### config.mk
export PLATFORM = sky130hd
export DESIGN_NAME = mult_div_unit_flat
export DESIGN_NICKNAME = d
export VERILOG_FILES = /design/src/rtl/mult_div_unit_if.sv /design/src/rtl/mult_div_unit.sv /design/src/flat_wrapper.sv
export SDC_FILE = /design/constraint.sdc
export NUM_CORES = 1
export LEC_CHECK = 0
export BUFFER_PORTS_ARGS = -buffer_cell sky130_fd_sc_hd__buf_2
export CORE_ASPECT_RATIO = 0.75
export CORE_MARGIN = 2
export CORE_UTILIZATION = 60
export DETAILED_ROUTE_END_ITERATION = 10
export PLACE_DENSITY = 0.78
export SLEW_MARGIN = 10
export SYNTH_ARGS = -nofsm -noshare
export SYNTH_HDL_FRONTEND = slang
export SYNTH_SLANG_ARGS = --single-unit
### constraint.sdc
create_clock -name clk -period 3.7 [get_ports clk]
set_input_delay 0.185 -clock clk [delete_from_list [all_inputs] [get_ports clk]]
set_output_delay 0.185 -clock clk [all_outputs]
set_load 0.01 [all_outputs]
### src/rtl/mult_div_unit_if.sv
`default_nettype none
// ============================================================================
//  Module : mult_div_unit_if
//  Brief  : Request/response bundle between the control unit and the
//           multi-cycle multiply/divide unit (operands, handshake, HI/LO).
//  Rev    : 1.0  initial release
// ============================================================================
interface mult_div_unit_if #(
  parameter int WIDTH = 32
);
  logic             i_start;
  logic [5:0]       i_func_field;
  logic [WIDTH-1:0] i_a;
  logic [WIDTH-1:0] i_b;
  logic             o_busy;
  logic             o_done;
  logic             o_div_by_zero;
  logic [WIDTH-1:0] o_hi;
  logic [WIDTH-1:0] o_lo;
  logic [WIDTH-1:0] o_result;

  // Control-unit side: drives the request, observes status and HI/LO
  modport master (
    output i_start, i_func_field, i_a, i_b,
    input  o_busy, o_done, o_div_by_zero, o_hi, o_lo, o_result
  );

  // Unit side: consumes the request, produces status and HI/LO
  modport slave (
    input  i_start, i_func_field, i_a, i_b,
    output o_busy, o_done, o_div_by_zero, o_hi, o_lo, o_result
  );
endinterface
`default_nettype wire

### src/rtl/mult_div_unit.sv
`default_nettype none
// ============================================================================
//  Module : mult_div_unit
//  Brief  : Iterative MIPS32 mult/multu/div/divu with HI/LO registers and
//           mfhi/mflo/mthi/mtlo. One product/quotient bit per cycle; signed
//           operations run on magnitudes and are sign-corrected in FIN.
//  Rev    : 1.0  initial release
// ============================================================================
module mult_div_unit #(
  parameter int WIDTH = 32
) (
  input  logic          clk,
  input  logic          rst_n,
  mult_div_unit_if.slave bus
);

  localparam logic [5:0] C_F_MULT  = 6'h18;
  localparam logic [5:0] C_F_MULTU = 6'h19;
  localparam logic [5:0] C_F_DIV   = 6'h1A;
  localparam logic [5:0] C_F_DIVU  = 6'h1B;
  localparam logic [5:0] C_F_MFHI  = 6'h10;
  localparam logic [5:0] C_F_MTHI  = 6'h11;
  localparam logic [5:0] C_F_MTLO  = 6'h13;

  typedef enum logic [1:0] {
    S_IDLE = 2'd0,
    S_MUL  = 2'd1,
    S_DIV  = 2'd2,
    S_FIN  = 2'd3
  } state_t;

  state_t             r_state;
  state_t             w_next;
  logic               w_busy;

  logic [WIDTH-1:0]   r_cnt;      // remaining iterations
  logic [2*WIDTH-1:0] r_prod;     // MUL: {acc, multiplier}; DIV: {rem, quotient}
  logic [WIDTH-1:0]   r_opd;      // MUL: |multiplicand|; DIV: |divisor|
  logic               r_op_div;   // current operation is a divide
  logic               r_neg_res;  // operand signs differ
  logic               r_neg_rem;  // dividend was negative
  logic [WIDTH-1:0]   r_hi;
  logic [WIDTH-1:0]   r_lo;
  logic               r_done;
  logic               r_dbz;

  // Request decode
  logic             w_is_mul;
  logic             w_is_div;
  logic             w_signed;
  logic             w_a_neg;
  logic             w_b_neg;
  logic [WIDTH-1:0] w_a_mag;
  logic [WIDTH-1:0] w_b_mag;

  assign w_is_mul = (bus.i_func_field == C_F_MULT) || (bus.i_func_field == C_F_MULTU);
  assign w_is_div = (bus.i_func_field == C_F_DIV)  || (bus.i_func_field == C_F_DIVU);
  assign w_signed = (bus.i_func_field == C_F_MULT) || (bus.i_func_field == C_F_DIV);
  assign w_a_neg  = w_signed & bus.i_a[WIDTH-1];
  assign w_b_neg  = w_signed & bus.i_b[WIDTH-1];
  // The most-negative value maps onto itself, which is the correct unsigned magnitude
  assign w_a_mag  = w_a_neg ? (-bus.i_a) : bus.i_a;
  assign w_b_mag  = w_b_neg ? (-bus.i_b) : bus.i_b;

  // Shift-add step: add multiplicand on the current multiplier LSB, shift right
  logic [WIDTH:0]     w_mul_sum;
  logic [2*WIDTH-1:0] w_mul_next;
  assign w_mul_sum  = {1'b0, r_prod[2*WIDTH-1:WIDTH]} + {1'b0, (r_prod[0] ? r_opd : '0)};
  assign w_mul_next = {w_mul_sum, r_prod[WIDTH-1:1]};

  // Restoring step: shift in the next dividend bit, subtract if it fits.
  // The partial remainder stays below the divisor, so bit WIDTH of the
  // difference is a clean borrow flag.
  logic [WIDTH:0]     w_div_diff;
  logic [2*WIDTH-1:0] w_div_next;
  assign w_div_diff = r_prod[2*WIDTH-1:WIDTH-1] - {1'b0, r_opd};
  assign w_div_next = w_div_diff[WIDTH] ? {r_prod[2*WIDTH-2:0], 1'b0}
                                        : {w_div_diff[WIDTH-1:0], r_prod[WIDTH-2:0], 1'b1};

  // Sign correction of the raw magnitude results
  logic [2*WIDTH-1:0] w_prod_fix;
  logic [WIDTH-1:0]   w_quo_fix;
  logic [WIDTH-1:0]   w_rem_fix;
  assign w_prod_fix = r_neg_res ? (-r_prod) : r_prod;
  assign w_quo_fix  = r_neg_res ? (-r_prod[WIDTH-1:0]) : r_prod[WIDTH-1:0];
  assign w_rem_fix  = r_neg_rem ? (-r_prod[2*WIDTH-1:WIDTH]) : r_prod[2*WIDTH-1:WIDTH];

  // State register
  always_ff @(posedge clk or negedge rst_n) begin
    if (!rst_n) r_state <= S_IDLE;
    else        r_state <= w_next;
  end

  // Next-state and busy decode
  always_comb begin
    w_next = r_state;
    w_busy = 1'b0;
    case (r_state)
      S_IDLE: begin
        if (bus.i_start && w_is_mul)      w_next = S_MUL;
        else if (bus.i_start && w_is_div) w_next = S_DIV;
      end
      S_MUL, S_DIV: begin
        w_busy = 1'b1;
        if (r_cnt == WIDTH'(1)) w_next = S_FIN;
      end
      S_FIN:   w_next = S_IDLE;
      default: w_next = S_IDLE;
    endcase
  end

  // Datapath: operand latch, iteration, result write-back and moves to HI/LO
  always_ff @(posedge clk or negedge rst_n) begin
    if (!rst_n) begin
      r_cnt     <= '0;
      r_prod    <= '0;
      r_opd     <= '0;
      r_op_div  <= 1'b0;
      r_neg_res <= 1'b0;
      r_neg_rem <= 1'b0;
      r_hi      <= '0;
      r_lo      <= '0;
      r_done    <= 1'b0;
      r_dbz     <= 1'b0;
    end else begin
      r_done <= 1'b0;
      case (r_state)
        S_IDLE: begin
          if (bus.i_start && (w_is_mul || w_is_div)) begin
            r_cnt     <= WIDTH'(WIDTH);
            r_op_div  <= w_is_div;
            r_neg_res <= w_a_neg ^ w_b_neg;
            r_neg_rem <= w_a_neg;
            r_dbz     <= 1'b0;
            if (w_is_mul) begin
              r_prod <= {{WIDTH{1'b0}}, w_b_mag};
              r_opd  <= w_a_mag;
            end else begin
              r_prod <= {{WIDTH{1'b0}}, w_a_mag};
              r_opd  <= w_b_mag;
            end
          end else if (bus.i_start && (bus.i_func_field == C_F_MTHI)) begin
            r_hi <= bus.i_a;
          end else if (bus.i_start && (bus.i_func_field == C_F_MTLO)) begin
            r_lo <= bus.i_a;
          end
        end
        S_MUL: begin
          r_prod <= w_mul_next;
          r_cnt  <= r_cnt - WIDTH'(1);
        end
        S_DIV: begin
          r_prod <= w_div_next;
          r_cnt  <= r_cnt - WIDTH'(1);
        end
        S_FIN: begin
          r_done <= 1'b1;
          if (r_op_div && (r_opd == '0)) begin
            // Remainder half already holds the unsigned dividend after a zero-divisor run
            r_lo  <= '1;
            r_hi  <= r_prod[2*WIDTH-1:WIDTH];
            r_dbz <= 1'b1;
          end else if (r_op_div) begin
            r_lo <= w_quo_fix;
            r_hi <= w_rem_fix;
          end else begin
            r_lo <= w_prod_fix[WIDTH-1:0];
            r_hi <= w_prod_fix[2*WIDTH-1:WIDTH];
          end
        end
        default: ;
      endcase
    end
  end

  assign bus.o_busy        = w_busy;
  assign bus.o_done        = r_done;
  assign bus.o_div_by_zero = r_dbz;
  assign bus.o_hi          = r_hi;
  assign bus.o_lo          = r_lo;
  assign bus.o_result      = (bus.i_func_field == C_F_MFHI) ? r_hi : r_lo;

endmodule
`default_nettype wire

### src/flat_wrapper.sv
// flat-port wrapper written by rule: the top's interface ports become plain ports
module mult_div_unit_flat 
#(
  parameter int WIDTH = 32
)
  (clk, rst_n, bus_i_start, bus_i_func_field, bus_i_a, bus_i_b, bus_o_busy, bus_o_done, bus_o_div_by_zero, bus_o_hi, bus_o_lo, bus_o_result);
  mult_div_unit_if #(.WIDTH(WIDTH)) bus_i ();
  input  logic clk;
  input  logic rst_n;
  input wire logic [$bits(bus_i.i_start)-1:0] bus_i_start;
  input wire logic [$bits(bus_i.i_func_field)-1:0] bus_i_func_field;
  input wire logic [$bits(bus_i.i_a)-1:0] bus_i_a;
  input wire logic [$bits(bus_i.i_b)-1:0] bus_i_b;
  output wire logic [$bits(bus_i.o_busy)-1:0] bus_o_busy;
  output wire logic [$bits(bus_i.o_done)-1:0] bus_o_done;
  output wire logic [$bits(bus_i.o_div_by_zero)-1:0] bus_o_div_by_zero;
  output wire logic [$bits(bus_i.o_hi)-1:0] bus_o_hi;
  output wire logic [$bits(bus_i.o_lo)-1:0] bus_o_lo;
  output wire logic [$bits(bus_i.o_result)-1:0] bus_o_result;
  assign bus_i.i_start = bus_i_start;
  assign bus_i.i_func_field = bus_i_func_field;
  assign bus_i.i_a = bus_i_a;
  assign bus_i.i_b = bus_i_b;
  assign bus_o_busy = bus_i.o_busy;
  assign bus_o_done = bus_i.o_done;
  assign bus_o_div_by_zero = bus_i.o_div_by_zero;
  assign bus_o_hi = bus_i.o_hi;
  assign bus_o_lo = bus_i.o_lo;
  assign bus_o_result = bus_i.o_result;
  mult_div_unit #(.WIDTH(WIDTH)) u_core (.clk(clk), .rst_n(rst_n), .bus(bus_i));
endmodule
Word level (Yosys, flattened, before mapping)
Index checks and enable logic that the tools add are counted.

operators by class
  add/subtract/negate cells = 8
  bitwise operators = 3
  equality and inequality tests = 19
  multiplexer cells = 34
  reductions and logical operators = 23

operators by type and width
  kind                   number
  $mux 32                18
  $mux 64                3
  $pmux 32 s2            3
  $pmux 64 s3            1
  $neg 32->32            4
  $neg 64->64            1
  $eq 6x5->1 const B     7
  $add 32x32->33         1
  $sub 33x32->33         1
  $eq 32x1->1 const B    1
  $logic_not 32->1       1
  $sub 32x1->32 const B  1
  $ne 2x1->1 const B     5
  $reduce_and 2->1       4
  $logic_and 1x1->1      6
  $mux 2                 3
  $pmux 2 s3             1
  $reduce_and 3->1       2
  $eq 2x2->1 const B     2
  $logic_or 1x1->1       4
  $mux 1                 4
  $ne 2x2->1 const B     2
  $reduce_and 4->1       1
  $reduce_bool 2->1      2
  8 further kinds        9

word-level totals
  output and inout port bits = 99
  word-level logic and storage cells = 98
  input bits = 73
  bits in registers = 199

Logic depth before layout (Yosys ltp)
Gate-level depths: netlist (run 1).

  depth in word-level cells = 7
  gate-level depth with buffers = 14
  gate-level depth less buffers = 12

Least setup slack after synthesis (run 1)
OpenSTA, ideal clock, no wires.

  path type = flip-flop to flip-flop
  start = register u_core.r_prod[31]
  end = register u_core.r_prod[47]
  period minus slack after synthesis = 3.218 ns
  arrival time = 3.130 ns
  path slack = 0.482 ns
  path buffers = 1
  stages on the path, launching flop included = 14
  library setup time = 0.088 ns
  data required time = 3.612 ns
  cell sequence = dfrtp_1 inv_1 ha_1 fa_1 nand2b_1 a21oi_1 o21ai_0 and4_1 nor2_1 o21a_1 xor2_2 buf_2 nand2_1 o211ai_1

between the ends
  longest elaborated chain between the ends = 3

RTL lines
  element                 line                  RTL
  start, declared         mult_div_unit.sv:37   logic [2*WIDTH-1:0] r_prod;
  start signal, assigned  mult_div_unit.sv:136  r_prod <= {{WIDTH{1'b0}}, w_b_mag};
  start signal, assigned  mult_div_unit.sv:139  r_prod <= {{WIDTH{1'b0}}, w_a_mag};
  start signal, assigned  mult_div_unit.sv:149  r_prod <= w_mul_next;
  $sub 33x32->33          mult_div_unit.sv:76   assign w_div_diff = r_prod[2*WIDTH-1:WIDTH-1] - {1'b0, r_opd};
  $mux 64                 mult_div_unit.sv:77   assign w_div_next = w_div_diff[WIDTH] ? {r_prod[2*WIDTH-2:0], 1'b0}
  $pmux 64 s3             mult_div_unit.sv:127  case (r_state)

Every way passes these cells.
A chain may end at the register's enable or synchronous reset.

Final worst setup path (run 1)
  start = register u_core.r_opd[18]
  end = register u_core.r_hi[2] (netlist: u_core.bus.o_hi[2])

between the ends
  longest elaborated chain between the ends = 4

RTL lines
  element                 line                  RTL
  start, declared         mult_div_unit.sv:38   logic [WIDTH-1:0] r_opd;
  start signal, assigned  mult_div_unit.sv:137  r_opd <= w_a_mag;
  start signal, assigned  mult_div_unit.sv:140  r_opd <= w_b_mag;
  $logic_not 32->1        mult_div_unit.sv:158  if (r_op_div && (r_opd == '0)) begin
  $logic_and 1x1->1       mult_div_unit.sv:158
  $mux 32                 mult_div_unit.sv:158
  $pmux 32 s2             mult_div_unit.sv:127
  end signal, assigned    mult_div_unit.sv:161  r_hi <= r_prod[2*WIDTH-1:WIDTH];
  end signal, assigned    mult_div_unit.sv:165  r_hi <= w_rem_fix;
  end signal, assigned    mult_div_unit.sv:168  r_hi <= w_prod_fix[2*WIDTH-1:WIDTH];
  end, declared           mult_div_unit.sv:42   logic [WIDTH-1:0] r_hi;

Every way passes these cells.

==> metrics.yaml, run 1 <==
initial_core_util: 0.608
pre_cts_ws_ns: 0.0334
maxCapViolations: 0
fp.dieW_um: 198
yosys.area_share.simple: 0.206
cts_tree: "done"
fin_crit_sh: 0.955
synthMuxAreaShare: 0.0434
wl_per_cell_um: 22.9
drt-initial-drc-count: 2593
clockBufferDepth: 2
synth_top_family_by_area: "compound AO/OA/AOI/OAI gates"
hold_path_class: "in -> reg"
synthAdderAreaFrac: 0.0577
die_area_um2: 29700
worst_slew_pin_slew_ns: 1.09
async_reset_ff_frac: 1.00
fin_crit_ns: 3.53
synth_top_cell_area_share: 0.293
htree_levels: 4
vias: 17900
ys_top_cells_by_count: "243 x nand2_1, 237 x o21ai_0, 202 x nor2_1, 199 x dfrtp_1, 173 x a21oi_1"
drc: 0
die_h_um: 150
slew_viol_final: 0
synth-xor-area-share: 0.102
antenna_left: 0
fin_ws_ns: 0.168
yosys_register_bits: 199
ir_drop_uv: 490
ios: 172
cts_buffers: 17
final-setup-viol-count: 0
routed_wl_um: 62200
fmax_mhz: 283
synth-edff-count: 0
synth_compound_area_frac: 0.253
setup_tns_ns: 0
avgSynthCellArea_um2: 7.81
whs_ns: 0.134
synthTopCellsByArea: "dfrtp_1 29%, o21ai_0 7.0%, xnor2_1 6.4%"
hold_viol_final: 0
power.total_mw: 15.6
globalRouteOverflowTotal: 0
vias_per_cell: 6.59
cp-start-kind: "flip-flop"
antenna_cells: 0
syn_inst: 2174
yosysUniqueCellTypes: 77
yosys_warnings: 0
setup.worst_path.end_class: "flip-flop"
powerDensity_nw_per_um2: 811
grt_pass1_vias: 15700
post_dp_cell_area_um2: 18600
max_slew_margin: 0.276
cts_sinks: 199
antenna_found_initial: 1
postCtsSetupBuffers: 0
drive_gt1_frac: 0.154
ys_seq_area_frac: 0.293
dr.pass1.iters: 7
cts.root.buffer_cell: "clkbuf_16"
status: "finished clean"
crit_arrival_ns: 3.90
nFillCells: 2352
row_count: 53
grt_first_pass_wirelength_um: 93600
required_ns: 4.07
p_leak_nw: 8.55
path_clk_slew_ns: 0.08
nets: 2471
design_area_um2: 19200
areaGrowthSynthToFinish_pct: 13.2
place_congestion: 1.05
core-area_um2: 27900
synth-main-ff-cell: "dfrtp_1"
synth_largest_area_cell: "dfrtp_1"
yosysMostFrequentCell: "nand2_1"
syn_area_um2: 17000
clk_latency_ns: 0.46
critical_path.max_fanout: 18
grt_max_degree: 99
grt_usage: 0.416
dp_hpwl_um: 48100
crit_type: "reg -> reg"
fin_skew_ns: 0.0125
synth_nets: 2324
portBuffers: 171
-- path summary, 6_finish.rpt --
| kind | from | to | slack (ns) | depth (start not counted) |
|---|---|---|---|---|
| setup / recovery | u_core.r_opd[18] | u_core.bus.o_hi[2] | 0.17 | 10 |
| hold / removal | bus_i_a[27] | u_core.bus.o_hi[27] | 0.13 | 3 |
| setup reg to reg | u_core.r_opd[18] | u_core.bus.o_hi[2] | 0.17 | 10 |
| hold reg to reg | u_core.bus.o_hi[27] | u_core.bus.o_hi[27] | 0.50 | 2 |
| max in group asynchronous | rst_n | u_core.r_prod[57] | 2.26 | 3 |
| min in group asynchronous | rst_n | u_core.bus.o_lo[11] | 0.35 | 2 |
-- logic make-up after synthesis --
logic type               Yosys count
flip-flops                       199
AO/OA/AOI/OAI                    703
AND/OR/NAND/NOR                  732
buffers and inverters            197
XOR/XNOR                         197
multiplexers                      69
adder cells (fa/ha/maj)           77
-- critical path, stage by stage, from the launching register on --
cell     delay (ns)
dfrtp_1        0.44
nor4b_1        0.53
nand4_1        0.17
or4_1          0.74
and2_2         0.42
a21oi_1        0.19
buf_4          0.17
a21oi_1        0.06
xor2_1         0.33
mux2i_1        0.19
o21ai_0        0.19
-- metrics by stage --
step | std cells | util
after floorplan | 2174 | -
after global placement | 2686 | 0.665
after detailed placement | 2686 | 0.665
after CTS | 2719 | 0.687
after global routing | 2719 | 0.688
final | 2719 | 0.688
-- sequential cells by signal (all words and copies together), names as in the netlist --
signal	cells
u_core.bus.o_div_by_zero	1
u_core.bus.o_done	1
u_core.bus.o_hi	32
u_core.bus.o_lo	32
u_core.r_cnt	32
u_core.r_neg_rem	1
u_core.r_neg_res	1
u_core.r_op_div	1
u_core.r_opd	32
u_core.r_prod	64
u_core.r_state	2
-- area by class of cell --
cell class              count  area [um^2]  area share
clock buffers              17          425      0.0221
clock inverters            15          183     0.00951
repair buffers            261         1590      0.0827
inverters                  64          240      0.0125
flip-flops and latches    199         4980       0.259
well taps                 385          482      0.0251
multi-input cells        1778        11300       0.589
-- power breakdown --
group / switching [mW] / internal [mW] / total, mW / leakage (nW)
sequential: 1.10 / 3.07 / 4.17 / 2.55
clock: 1.03 / 0.977 / 2.01 / 0.291
combinational: 5.84 / 3.55 / 9.39 / 5.71
-- cells in the final DEF (no fill, tap or decap), types with 14 or more instances in the layout --
cell type,n
and2_1,17
buf_4,85
o21ai_0,235
a31oi_1,18
a221oi_1,16
inv_1,62
dfrtp_1,199
a22oi_1,32
or3_1,34
clkbuf_16,17
o22ai_1,31
nand2_1,243
nand2b_1,20
nor2_1,201
xnor2_1,123
o211ai_1,19
a21oi_1,173
nand3_1,37
a21o_1,26
nor3_1,50
xor2_1,72
mux2i_1,33
a211oi_1,19
mux2_2,36
ha_1,74
buf_2,170
nor4_1,22
nor3b_1,14
or4_1,16
o31ai_1,41
-- repair_timing --
action                                 4_1_cts  5_1_grt
hold buffers                                 1        0
setup endpoints to repair                    1       34
endpoints found under the hold margin       96        0
gates resized for setup                      1        9
-- layer usage --
metal,track usage,part of all wire
met5,0,0.00019
met4,0.136,0.033
met3,0.189,0.16
met2,0.541,0.38
met1,0.602,0.43
No activity file was read; power rests on OpenSTA's default activity.
==> inputs of run 2 (changes only) <==
CORE_UTILIZATION = 43   (was 60)
PLACE_DENSITY = 0.58   (was 0.78)
==> run 2 against run 1 <==
  * Total power grew 0.48%
  * Maximum frequency rose by 1.6%
  * Die area increased by 39%
  * Final area up 0.55%
  * Clock power is 2% lower
  * First-iteration DRC count down 18%
  * Critical path depth is 5 higher
  * Critical endpoint is now u_core.r_prod[61]
  * Largest power group unchanged
==> metrics.yaml, run 2 (synthesized netlist as in run 1, its figures left out) <==
antenna_cells: 0  # unchanged
hold_path_class: "in -> reg"
drive_gt1_frac: 0.154  # -0.000165
grt_first_pass_wirelength_um: 99500  # +6.3%
areaGrowthSynthToFinish_pct: 13.8
antenna_left: 0  # unchanged
startpoint: "u_core.r_prod[0]"
fp.dieW_um: 233  # +18%
clk_latency_ns: 0.48  # +0.02 ns
drc: 0  # unchanged
place_congestion: 0.968  # -7.6%
vias_per_cell: 6.15  # -6.7%
grt_max_degree: 104  # +5.1%
p_leak_nw: 8.52  # -0.35%
worst_slew_pin_slew_ns: 0.954  # -0.133 ns
row_count: 62  # +17%
r2r_end: "u_core.r_prod[61]"
clockBufferDepth: 2  # unchanged
portBuffers: 171  # unchanged
crit_arrival_ns: 3.83  # -0.07 ns
cp-start-kind: "flip-flop"
routed_wl_um: 66100  # +6.3%
rrSetupSlack_ns: 0.22  # +0.06 ns
utilization: 0.500  # -0.188
core-area_um2: 38600  # +38%
drt-initial-drc-count: 2131  # -18%
cts_buffers: 17  # unchanged
max_slew_margin: 0.363  # +0.0871
die_h_um: 176  # +18%
dr.pass1.iters: 5  # -2
largest_reg_flops: 64  # unchanged
grt_usage: 0.322  # -0.0941
ios: 172  # unchanged
reg2regPathDepth: 15  # +5
ir_drop_uv: 472  # -3.7%
final_common_cell: "nand2_1"
endpoint: "u_core.r_prod[61]"
dp_hpwl_um: 52300  # +8.9%
grt_pass1_vias: 15800  # +0.27%
critical_path.max_fanout: 21  # +3
final_cell_mix: "242 x nand2_1, 236 x o21ai_0, 200 x nor2_1, 197 x dfrtp_1, 172 x a21oi_1"
crit_type: "reg -> reg"
cts.root.buffer_cell: "clkbuf_16"
htree_levels: 4  # unchanged
die_area_um2: 41100  # +39%
maxCapViolations: 0  # unchanged
fin_crit_ns: 3.48  # -0.0559 ns
setup.worst_path.end_class: "flip-flop"
nets: 2467  # -0.16%
cts_sinks: 199  # unchanged
fin_crit_sh: 0.939  # -0.0151
postCtsSetupBuffers: 0  # unchanged
final-setup-viol-count: 0  # unchanged
fmax_mhz: 288  # +1.6%
antenna_found_initial: 2  # +1
slew_viol_final: 0  # unchanged
required_ns: 4.05  # -0.02 ns
globalRouteOverflowTotal: 0  # unchanged
vias: 17500  # -2.5%
initial_core_util: 0.439  # -0.169
power.total_mw: 15.6  # +0.48%
hold_viol_final: 0  # unchanged
powerDensity_nw_per_um2: 810  # about the same
status: "finished clean"
regMostFlops: "u_core.r_prod"
wl_per_cell_um: 23.3  # +1.7%
fin_skew_ns: 0.0260  # +0.0135 ns
path_clk_slew_ns: 0.09  # about the same
nFillCells: 3839  # +63%
cts_tree: "done"
crit-reg2reg-launch: "u_core.r_prod[0]"
## run 2: worst min path at each step
stage                start                  endpoint  cells past startpoint
3_3_place_gp         rst_n        u_core.bus.o_lo[1]                      1
4_1_cts        bus_i_start           u_core.r_cnt[3]                      4
5_1_grt        bus_i_start           u_core.r_cnt[3]                      4
3_5_place_dp         rst_n        u_core.bus.o_lo[1]                      1
6_report       bus_i_b[28]          u_core.r_opd[28]                      4
2_1_floorplan        rst_n  u_core.bus.o_div_by_zero                      0
## run 2: report_power, final
part	internal (mW)	leakage [nW]	switching [mW]	total (mW)
Combinational	3.51	5.69	5.93	9.44
Clock	0.980	0.286	0.991	1.97
Sequential	3.08	2.55	1.15	4.23
## run 2: worst max-delay path: stages, from the launching register on
cell	delay (ns)
dfrtp_2	0.49
clkinvlp_4	0.19
buf_12	0.19
buf_4	0.20
nor2_1	0.06
ha_1	0.36
o21ai_0	0.16
a211oi_1	0.33
nand4_1	0.13
and3b_1	0.23
a21oi_1	0.15
buf_4	0.17
a31oi_1	0.13
o21ai_0	0.27
xnor2_1	0.19
o211ai_1	0.11
## run 2: cell type report
| cell class | instances | area, um^2 | area share |
|---|---|---|---|
| Sequential cell | 199 | 4980 | 0.258 |
| Tap cell | 512 | 641 | 0.0332 |
| Timing Repair Buffer | 257 | 1540 | 0.0798 |
| Clock buffer | 18 | 439 | 0.0227 |
| Clock inverter | 14 | 156 | 0.00810 |
| Multi-Input combinational cell | 1778 | 11300 | 0.586 |
| Inverter | 64 | 244 | 0.0126 |
## run 2: metal layers
layer,track usage,wire [um],vias to the layer above
met2,0.411,24600,881
met1,0.492,31200,8359
met5,0,13,-
met3,0.133,9150,56
li1,-,-,8171
met4,0.0757,1130,2
## run 2: what timing repair did
| action | CTS | global route |
|---|---|---|
| gates resized for setup | 0 | 10 |
| hold endpoints to repair | 100 | 0 |
| endpoints found under the setup margin | 0 | 36 |
| hold buffers | 1 | 0 |
## run 2: through the flow
stage	setup TNS, ns	setup slack (ns)	instance area (um^2)	hold slack (ns)	cells
final	0	0.224	19300	0.131	2842
after global routing	-0.0383	-0.0383	19300	0.145	2842
after CTS	0	0.116	19300	0.110	2842
after detailed placement	0	0.125	18700	0.364	2809
after global placement	0	0.160	18700	0.369	2809
after floorplan	0	0.482	17000	-0.111	2174
